### config.mk
export PLATFORM = sky130hd
export DESIGN_NAME = fetch_unit_flat
export DESIGN_NICKNAME = d
export VERILOG_FILES = /design/src/rtl/fetch_unit_if.sv /design/src/rtl/fetch_unit.sv /design/src/flat_wrapper.sv
export SDC_FILE = /design/constraint.sdc
export NUM_CORES = 1
export LEC_CHECK = 0
export BUFFER_PORTS_ARGS = -buffer_cell sky130_fd_sc_hd__buf_2
export CAP_MARGIN = 20
export CORE_UTILIZATION = 31
export CTS_BUF_LIST = sky130_fd_sc_hd__clkbuf_4 sky130_fd_sc_hd__clkbuf_8
export CTS_CLUSTER_SIZE = 12
export DETAILED_ROUTE_END_ITERATION = 16
export PLACE_DENSITY_LB_ADDON = 0.05
export SLEW_MARGIN = 20
export SYNTH_ARGS = -nofsm -noshare
export SYNTH_HDL_FRONTEND = slang
export SYNTH_SLANG_ARGS = --single-unit
### constraint.sdc
create_clock -name clk -period 2.7 [get_ports clk]
set_clock_uncertainty 0.05 [all_clocks]
set_input_delay 0.27 -clock clk [delete_from_list [all_inputs] [get_ports clk]]
set_output_delay 0.27 -clock clk [all_outputs]
set_load 0.01 [all_outputs]
### src/rtl/fetch_unit_if.sv
// fetch_unit_if
// Instruction-memory read channel between the fetch stage and instruction memory.
//   mem_req   : read request, held until mem_ready (fetch -> memory)
//   mem_addr  : read address, stable while mem_req=1 (fetch -> memory)
//   mem_ready : mem_rdata is valid this cycle (memory -> fetch)
//   mem_rdata : instruction word (memory -> fetch)
// Modports: master = fetch side, slave = memory side.
interface fetch_unit_if #(
    parameter int ADDR_WIDTH = 32,
    parameter int DATA_WIDTH = 32
);
    logic                  mem_req;
    logic [ADDR_WIDTH-1:0] mem_addr;
    logic                  mem_ready;
    logic [DATA_WIDTH-1:0] mem_rdata;

    modport master (
        output mem_req,
        output mem_addr,
        input  mem_ready,
        input  mem_rdata
    );

    modport slave (
        input  mem_req,
        input  mem_addr,
        output mem_ready,
        output mem_rdata
    );
endinterface

### src/rtl/fetch_unit.sv
// fetch_unit
// Instruction fetch stage of the multicycle CPU, directly upstream of the IR.
// Holds the PC, issues read requests on the memory channel, presents the
// fetched word with its PC and strobes the IR load enable. Handles branch
// redirection (including while a request is outstanding) and stall.
// Ports:
//   clk, reset      : clock; synchronous active-high reset
//   mem             : instruction-memory channel (fetch_unit_if.master)
//   stall           : downstream cannot accept an instruction this cycle
//   branch_taken    : single-cycle redirect pulse
//   branch_target   : redirect PC (bits [1:0] forced to zero)
//   instr, instr_pc : fetched word and its address (IR d input)
//   instr_valid     : instr/instr_pc hold an unconsumed instruction
//   ir_enable       : IR load strobe (combinational)
module fetch_unit #(
    parameter int                    ADDR_WIDTH = 32,
    parameter int                    DATA_WIDTH = 32,
    parameter logic [ADDR_WIDTH-1:0] RESET_PC   = '0,
    parameter int                    PC_STEP    = 4
) (
    input  logic                  clk,
    input  logic                  reset,
    fetch_unit_if.master          mem,
    input  logic                  stall,
    input  logic                  branch_taken,
    input  logic [ADDR_WIDTH-1:0] branch_target,
    output logic [DATA_WIDTH-1:0] instr,
    output logic [ADDR_WIDTH-1:0] instr_pc,
    output logic                  instr_valid,
    output logic                  ir_enable
);

    typedef enum logic [1:0] {
        IDLE  = 2'd0,
        FETCH = 2'd1,
        HOLD  = 2'd2
    } state_t;

    state_t                state_q, state_d;
    logic [ADDR_WIDTH-1:0] pc_q, pc_d;
    logic [DATA_WIDTH-1:0] instr_q, instr_d;
    logic [ADDR_WIDTH-1:0] instr_pc_q, instr_pc_d;
    logic                  valid_q, valid_d;
    logic                  redirect_pending_q, redirect_pending_d;
    logic [ADDR_WIDTH-1:0] redirect_pc_q, redirect_pc_d;

    // Instructions are word aligned: the low two target bits are dropped.
    logic [ADDR_WIDTH-1:0] target_aligned;
    assign target_aligned = branch_target & ~ADDR_WIDTH'(3);

    always_comb begin
        state_d            = state_q;
        pc_d               = pc_q;
        instr_d            = instr_q;
        instr_pc_d         = instr_pc_q;
        valid_d            = valid_q;
        redirect_pending_d = redirect_pending_q;
        redirect_pc_d      = redirect_pc_q;

        case (state_q)
            IDLE: begin
                if (branch_taken) begin
                    pc_d    = target_aligned;
                    valid_d = 1'b0;
                end
                state_d = FETCH;
            end
            FETCH: begin
                if (mem.mem_ready) begin
                    if (branch_taken) begin
                        // A branch arriving with the data is the most recent
                        // redirect, so it overrides any pending one.
                        pc_d               = target_aligned;
                        redirect_pending_d = 1'b0;
                    end else if (redirect_pending_q) begin
                        pc_d               = redirect_pc_q;
                        redirect_pending_d = 1'b0;
                    end else begin
                        instr_d    = mem.mem_rdata;
                        instr_pc_d = pc_q;
                        valid_d    = 1'b1;
                        pc_d       = pc_q + ADDR_WIDTH'(PC_STEP);
                        state_d    = HOLD;
                    end
                end else if (branch_taken) begin
                    // The request cannot be withdrawn; remember where to go
                    // once the wrong-path data has been discarded.
                    redirect_pending_d = 1'b1;
                    redirect_pc_d      = target_aligned;
                end
            end
            HOLD: begin
                if (branch_taken) begin
                    pc_d    = target_aligned;
                    valid_d = 1'b0;
                    state_d = FETCH;
                end else if (!stall) begin
                    valid_d = 1'b0;
                    state_d = FETCH;
                end
            end
            default: state_d = IDLE;
        endcase
    end

    always_ff @(posedge clk) begin
        if (reset) begin
            state_q            <= IDLE;
            pc_q               <= RESET_PC;
            instr_q            <= '0;
            instr_pc_q         <= '0;
            valid_q            <= 1'b0;
            redirect_pending_q <= 1'b0;
            redirect_pc_q      <= '0;
        end else begin
            state_q            <= state_d;
            pc_q               <= pc_d;
            instr_q            <= instr_d;
            instr_pc_q         <= instr_pc_d;
            valid_q            <= valid_d;
            redirect_pending_q <= redirect_pending_d;
            redirect_pc_q      <= redirect_pc_d;
        end
    end

    assign mem.mem_req  = (state_q == FETCH);
    assign mem.mem_addr = pc_q;
    assign instr        = instr_q;
    assign instr_pc     = instr_pc_q;
    assign instr_valid  = valid_q;
    // A branch in the same cycle flushes the held word instead of loading it.
    assign ir_enable    = valid_q & ~stall & ~branch_taken;

endmodule

### src/flat_wrapper.sv
// flat-port wrapper written by rule: the top's interface ports become plain ports
module fetch_unit_flat 
#(
    parameter int                    ADDR_WIDTH = 32,
    parameter int                    DATA_WIDTH = 32,
    parameter logic [ADDR_WIDTH-1:0] RESET_PC   = '0,
    parameter int                    PC_STEP    = 4
)
  (clk, reset, stall, branch_taken, branch_target, instr, instr_pc, instr_valid, ir_enable, mem_mem_req, mem_mem_addr, mem_mem_ready, mem_mem_rdata);
  fetch_unit_if #(.ADDR_WIDTH(ADDR_WIDTH), .DATA_WIDTH(DATA_WIDTH)) mem_i ();
  input  logic clk;
  input  logic reset;
  input  logic stall;
  input  logic branch_taken;
  input  logic [ADDR_WIDTH-1:0] branch_target;
  output logic [DATA_WIDTH-1:0] instr;
  output logic [ADDR_WIDTH-1:0] instr_pc;
  output logic instr_valid;
  output logic ir_enable;
  output wire logic [$bits(mem_i.mem_req)-1:0] mem_mem_req;
  output wire logic [$bits(mem_i.mem_addr)-1:0] mem_mem_addr;
  input wire logic [$bits(mem_i.mem_ready)-1:0] mem_mem_ready;
  input wire logic [$bits(mem_i.mem_rdata)-1:0] mem_mem_rdata;
  assign mem_mem_req = mem_i.mem_req;
  assign mem_mem_addr = mem_i.mem_addr;
  assign mem_i.mem_ready = mem_mem_ready;
  assign mem_i.mem_rdata = mem_mem_rdata;
  fetch_unit #(.ADDR_WIDTH(ADDR_WIDTH), .DATA_WIDTH(DATA_WIDTH), .RESET_PC(RESET_PC), .PC_STEP(PC_STEP)) u_core (.clk(clk), .reset(reset), .mem(mem_i), .stall(stall), .branch_taken(branch_taken), .branch_target(branch_target), .instr(instr), .instr_pc(instr_pc), .instr_valid(instr_valid), .ir_enable(ir_enable));
endmodule
==> results of run 1 <==
## metrics by stage
step	hold WS, ns	power (mW)
after floorplan	0.320	3.85
after global routing	0.00109	6.84
final	0.0225	6.40
after global placement	0.388	4.63
after CTS	0.000579	6.48
after detailed placement	0.392	4.68
## state kept, by name (all words and copies together) (netlist names)
signal                     flops
u_core.mem.mem_addr           30
u_core.redirect_pending_q      1
u_core.state_q                 2
u_core.instr                  32
u_core.redirect_pc_q          30
u_core.instr_valid             1
u_core.instr_pc               30
## path summary, 6_finish.rpt
path / start / to / cells after the start
setup / recovery: u_core.state_q[0] / u_core.mem.mem_addr[25] / 6
hold / removal: branch_target[3] / u_core.redirect_pc_q[3] / 3
setup reg to reg: u_core.state_q[0] / u_core.mem.mem_addr[25] / 6
hold reg to reg: u_core.redirect_pc_q[18] / u_core.redirect_pc_q[18] / 2
## worst max-delay path: stages (launching register included)
cell	delay [ns]
sky130_fd_sc_hd__dfxtp_1	0.41
sky130_fd_sc_hd__inv_1	0.09
sky130_fd_sc_hd__ha_1	0.29
sky130_fd_sc_hd__or3_1	0.45
sky130_fd_sc_hd__or3_1	0.48
sky130_fd_sc_hd__o32a_1	0.38
sky130_fd_sc_hd__o21ai_1	0.11
## area by class of cell
cell class,instances,area (um2)
Fill cell,1881,10600
Multi-Input combinational cell,561,2900
Sequential cell,126,2520
Timing Repair Buffer,204,1240
Tap cell,229,287
Clock buffer,19,262
Clock inverter,13,164
Inverter,9,33.8
## kinds of logic (layout without fill, tap and decap cells)
| group | Yosys count | after routing | synth area share (%) |
|---|---|---|---|
| compound gates | 213 | 213 | 21.5 |
| fa+ha+maj | 6 | 6 | 1.31 |
| xor+xnor | 13 | 13 | 1.99 |
| mux | 6 | 6 | 1.07 |
| other cells | 1 | 4 | 0.0655 |
| buf+inv | 79 | 245 | 5.70 |
| flops | 126 | 126 | 44.1 |
| simple gates | 319 | 319 | 24.3 |
## repair_timing
| action | CTS | global route |
|---|---|---|
| setup endpoints to repair | 0 | 0 |
| hold buffers | 24 | 3 |
| buffers inserted | 0 | 0 |
| endpoints found under the hold margin | 24 | 3 |
## per-layer routing
layer  up-vias  wire, um
li1       2930         -
met1      2573      9010
met2       187      7690
met3        14      1210
met4         2       216
met5         -        13
## power groups by stage
stage	sequential (mW)	combinational (mW)	clock, mW
after floorplan	2.54	1.32	0
after global placement	2.58	2.05	0
after detailed placement	2.60	2.08	0
after CTS	2.55	2.11	1.81
after global routing	2.61	2.34	1.89
final	2.55	2.10	1.75
## cell usage in the layout, fill, tap and decap left out, drive strengths merged, types with 4 or more instances in the layout
master       instances
nor2                26
dfxtp              126
buf                177
ha                   6
dlygate4sd3         27
xnor2                6
conb                 4
nor3                 8
inv                 10
clkinv               7
nand4               13
nand2              219
nand3               17
o211ai              12
a21oi              140
mux2i                5
a221oi               7
o21ai               21
a31oi                4
xor2                 7
and4                 4
and3                 8
a211oi              11
clkbuf              19
nand3b              11
==> impl_metrics.yaml, run 1 <==
job:
  maxCapViolCount: 0
yosys:
  synthesis.area_per_instance_um2: 7.50
  synth_cells: 763
  synth-warning-count: 0
  dominantRegCellSynth: "sky130_fd_sc_hd__dfxtp_1"
  post_synth_edffs: 0
  yosys.area.top_type: "sky130_fd_sc_hd__dfxtp_1"
  syn_area_um2: 5730
  synth.yosys.seq_area_share_pct: 44.1
  synth_cell_type_count: 50
  synth_top_cells_by_area: "sky130_fd_sc_hd__dfxtp_1 (44%), sky130_fd_sc_hd__nand2_1 (14%), sky130_fd_sc_hd__a21oi_1 (12%)"
  yosys-top-cells-count: "sky130_fd_sc_hd__nand2_1 (219), sky130_fd_sc_hd__a21oi_1 (140), sky130_fd_sc_hd__dfxtp_1 (126)"
  synth.top_cell.area_share_pct: 44.1
  yosys_register_bits: 126
  synth_most_common_cell: "sky130_fd_sc_hd__nand2_1"
  synthArstFlopShare_pct: 0
power:
  seq_power_share_pct: 39.9
  clockPowerShare_pct: 27.3
  switching_share_pct: 38.8
  p_int_mw: 3.92
  power_frac_comb_pct: 32.8
  power.switching_mw: 2.48
  static_leakage_power_nw: 2.95
  cellPowerDensity_nw_per_um2: 865
  vdd_ir_drop_max_mv: 0.442
setup_path:
  ff2ff_setup_slack_ns: 0.36
  setup.worst_path.end_class: "flip-flop"
  worst-endpoint-arrival_ns: 2.65
  critPathMaxFanout: 9
  startpoint_type: "flip-flop"
  critPathKind: "flip-flop to flip-flop"
  critical_path_required_ns: 3.02
timing:
  setup_tns_ns: 0
  fin_crit_sh_pct: 86.5
  finalSetupViolCount: 0
  timing.final.ws_setup_ns: 0.365
  slew_viol_final: 0
  rsz_0062_raised_after_global_routing: "no"
  clock.fmax_mhz: 428
  report.final.hold_viol_count: 0
  timing.slew.headroom_pct: 52.2
  layout_min_cycle_time_ns: 2.34
  worstMarginPinSlew_ns: 0.712
global_route:
  first_global_vias: 5274
  grt_use_met1_pct: 26.3
  initial_antenna_violation_count: 1
  grt_max_degree: 128
  grt_first_pass_wirelength_mm: 27.9
  globalRouteMet3Util_pct: 5.56
  globalRoute.busiestLayer: "met2"
  grt_util_all_layers_pct: 19.3
  met2_usage_pct: 28.9
  global_route.overflow_total: 0
floorplanning:
  die_area_um2: 19000
  chipWidth_um: 138
  core_region_area_um2: 18000
  placementRows: 49
  die_height_um: 138
  io-pin-count: 168
  start_util_pct: 31.8
clock_network:
  clock_tree.buffer_depth: 2
  post_cts_resized: 0
  numClockSinks: 126
  cts.clk_slew.worst_paths_ns: 0.08
  cts_buffers: 17
  cts_root_buf: "sky130_fd_sc_hd__clkbuf_8"
  cts_htree_levels: 4
  insertion_delay_ns: 0.44
  cts_tree: "done"
placement:
  hpwl_mm: 11.9
  post-place-ws_ns: 0.370
  place_congestion: 0.777
  numPlacedInstances: 1102
  port_buffers: 161
  postPlaceCellArea_um2: 6710
routing:
  initial_drt_markers: 319
  drt-pass1-iter-count: 5
  detail_route.drc_violations: 0
  wire_per_inst_um: 15.6
  routed-via-count: 5706
  wl_mm: 18.1
  antenna_left: 0
  via_per_inst: 4.91
layout:
  post_route_cell_area_um2: 7400
  insertedDiodeCount: 0
  final_cells: 1161
  number_of_nets_at_the_end_of_the_flow: 994
  final_core_utilization_pct: 41.1
  syn2layout_area_growth_pct: 29.3
  post_route_cells_drive_above_1_share_pct: 23.7
min_path:
  hp-class: "primary input to flip-flop"
run_status:
  status: "completed"
No activity file was read; power rests on OpenSTA's default activity.
==> run 2: changes to the inputs <==
==> constraint.sdc (replaced) <==
create_clock -name clk -period 2.81 [get_ports clk]
set_clock_uncertainty 0.05 [all_clocks]
set_input_delay 0.281 -clock clk [delete_from_list [all_inputs] [get_ports clk]]
set_output_delay 0.281 -clock clk [all_outputs]
set_load 0.01 [all_outputs]
==> run 2 against run 1 <==
  * Clock power up 13%
  * Core utilization shrank 0.79 points
  * Non-clock buffer count shrank 17
  * Cell count is 1.6% lower
  * Critical path depth did not move
  * Sequential share of layout area is 0.67 points higher
  * First-iteration DRC count decreased by 7.8%
  * Critical endpoint is now u_core.mem.mem_addr[16]
  * Largest power group unchanged
==> impl_metrics.yaml, run 2 (synthesis gave the netlist of run 1 again) <==
layout:
  final_core_utilization_pct: 40.3
  layout.cells.most_common: "sky130_fd_sc_hd__nand2_1"
  number_of_nets_at_the_end_of_the_flow: 977
  fill_cells: 1958
  post_route_cells_drive_above_1_share_pct: 24.1
  footprint_of_the_multi_input_gates_um2: 2900
  layout_common_cells: "sky130_fd_sc_hd__nand2_1 (219), sky130_fd_sc_hd__buf_2 (160), sky130_fd_sc_hd__a21oi_1 (140)"
  register_area_um2: 2520
  syn2layout_area_growth_pct: 26.8
  largest_reg_flops: 32
  final_cells: 1143
  insertedDiodeCount: 0
global_route:
  grt_max_degree: 63
  initial_antenna_violation_count: 0
  grt_util_all_layers_pct: 18.8
  grt_first_pass_wirelength_mm: 27.0
  first_global_vias: 4959
  global_route.overflow_total: 0
setup_path:
  critPathKind: "flip-flop to flip-flop"
  critical_path_required_ns: 3.13
  setup.worst_path.end_class: "flip-flop"
  critPathMaxFanout: 9
  startpoint_type: "flip-flop"
  worst-endpoint-arrival_ns: 2.69
run_status:
  status: "completed"
min_path:
  hp-class: "primary input to flip-flop"
clock_network:
  numClockSinks: 126
  cts_tree: "done"
  cts_htree_levels: 4
  cts_root_buf: "sky130_fd_sc_hd__clkbuf_8"
  clock_tree.buffer_depth: 2
  insertion_delay_ns: 0.44
  cts_buffers: 17
  cts.clk_slew.worst_paths_ns: 0.07
  post_cts.repair.setup_buffers: 0
power:
  seq_power_share_pct: 38.3
  clockPowerShare_pct: 30.7
  power_frac_comb_pct: 31.0
  power.switching_mw: 2.35
  cellPowerDensity_nw_per_um2: 882
  switching_share_pct: 36.7
  vdd_ir_drop_max_mv: 0.359
  p_int_mw: 4.05
  post-layout-total-power_mw: 6.40
  static_leakage_power_nw: 2.90
floorplanning:
  chipWidth_um: 138
  io-pin-count: 168
  die_area_um2: 19000
  die_height_um: 138
  core_region_area_um2: 18000
  start_util_pct: 31.8
  placementRows: 49
routing:
  wl_mm: 18.0
  initial_drt_markers: 294
  drt-pass1-iter-count: 6
  wire_per_inst_um: 15.7
  antenna_left: 0
  detail_route.drc_violations: 0
  via_per_inst: 4.94
  routed-via-count: 5650
timing:
  fin_crit_sh_pct: 84.3
  slew_viol_final: 0
  worstMarginPinSlew_ns: 0.734
  rsz_0062_raised_after_global_routing: "no"
  report.final.hold_viol_count: 0
  clock.fmax_mhz: 422
  layout_min_cycle_time_ns: 2.37
  setup_tns_ns: 0
  finalSetupViolCount: 0
  hold-worst-slack_ns: 0.0323
  timing.slew.headroom_pct: 50.7
placement:
  place_congestion: 0.768
  port_buffers: 161
  numPlacedInstances: 1102
  hpwl_mm: 12.2
job:
  maxCapViolCount: 0
run 2: cell types whose count changed in the layout (fill, tap and decap cells not counted), sizes merged:
cell	before	now
bufinv	3	7
clkinv	7	4
clkinvlp	2	1
dlygate4sd3	27	10
inv	10	9
run 2: power groups by stage:
| stage | Combinational, mW | Sequential (mW) | Clock (mW) |
|---|---|---|---|
| 2_1_floorplan | 1.27 | 2.44 | 0 |
| 3_3_place_gp | 1.95 | 2.48 | 0 |
| 3_5_place_dp | 1.98 | 2.49 | 0 |
| 4_1_cts | 2.00 | 2.45 | 2.03 |
| 5_1_grt | 2.19 | 2.52 | 2.11 |
| 6_report | 1.98 | 2.45 | 1.97 |
run 2: path summary, 6_finish.rpt:
kind	startpoint	end	slack [ns]	depth (start not counted)
worst max-delay path	u_core.state_q[0]	u_core.mem.mem_addr[16]	0.44	6
worst min-delay path	mem_mem_rdata[28]	u_core.instr[28]	0.03	3
worst max register to register	u_core.state_q[0]	u_core.mem.mem_addr[16]	0.44	6
worst min register to register	u_core.redirect_pc_q[17]	u_core.redirect_pc_q[17]	0.40	2
run 2: timing repair:
| item | CTS | global route |
|---|---|---|
| hold buffers | 8 | 2 |
| endpoints found under the hold margin | 8 | 2 |
| resized for setup | 0 | 0 |
run 2: per-stage QoR:
stage	setup slack, ns	area (um2)
detailed placement	0.488	6670
floorplan	0.664	5740
finish	0.441	7260
CTS	0.464	7240
global route	0.308	7260
global placement	0.547	6670
run 2: final cells by class:
type                    instances  share of cell area (%)
inverters                       9                   0.465
clock buffers                  19                    3.43
clock inverters                12                    3.33
repair buffers                187                    14.2
well taps                     229                    3.95
flip-flops and latches        126                    34.7
multi-input cells             561                    39.9
run 2: critical path, cell delays in order (launching register included):
cell	delay, ns
sky130_fd_sc_hd__dfxtp_1	0.42
sky130_fd_sc_hd__inv_1	0.09
sky130_fd_sc_hd__ha_1	0.28
sky130_fd_sc_hd__or3_1	0.45
sky130_fd_sc_hd__or3_1	0.50
sky130_fd_sc_hd__o32a_1	0.39
sky130_fd_sc_hd__o21ai_1	0.12
run 2: routing by layer:
layer	vias to the layer above	share of wire, %	track usage, %
met2	182	44	28.6
met4	0	0.35	4.29
met1	2574	49	26.1
met3	5	6.8	5.19
met5	-	0	0
li1	2889	-	-
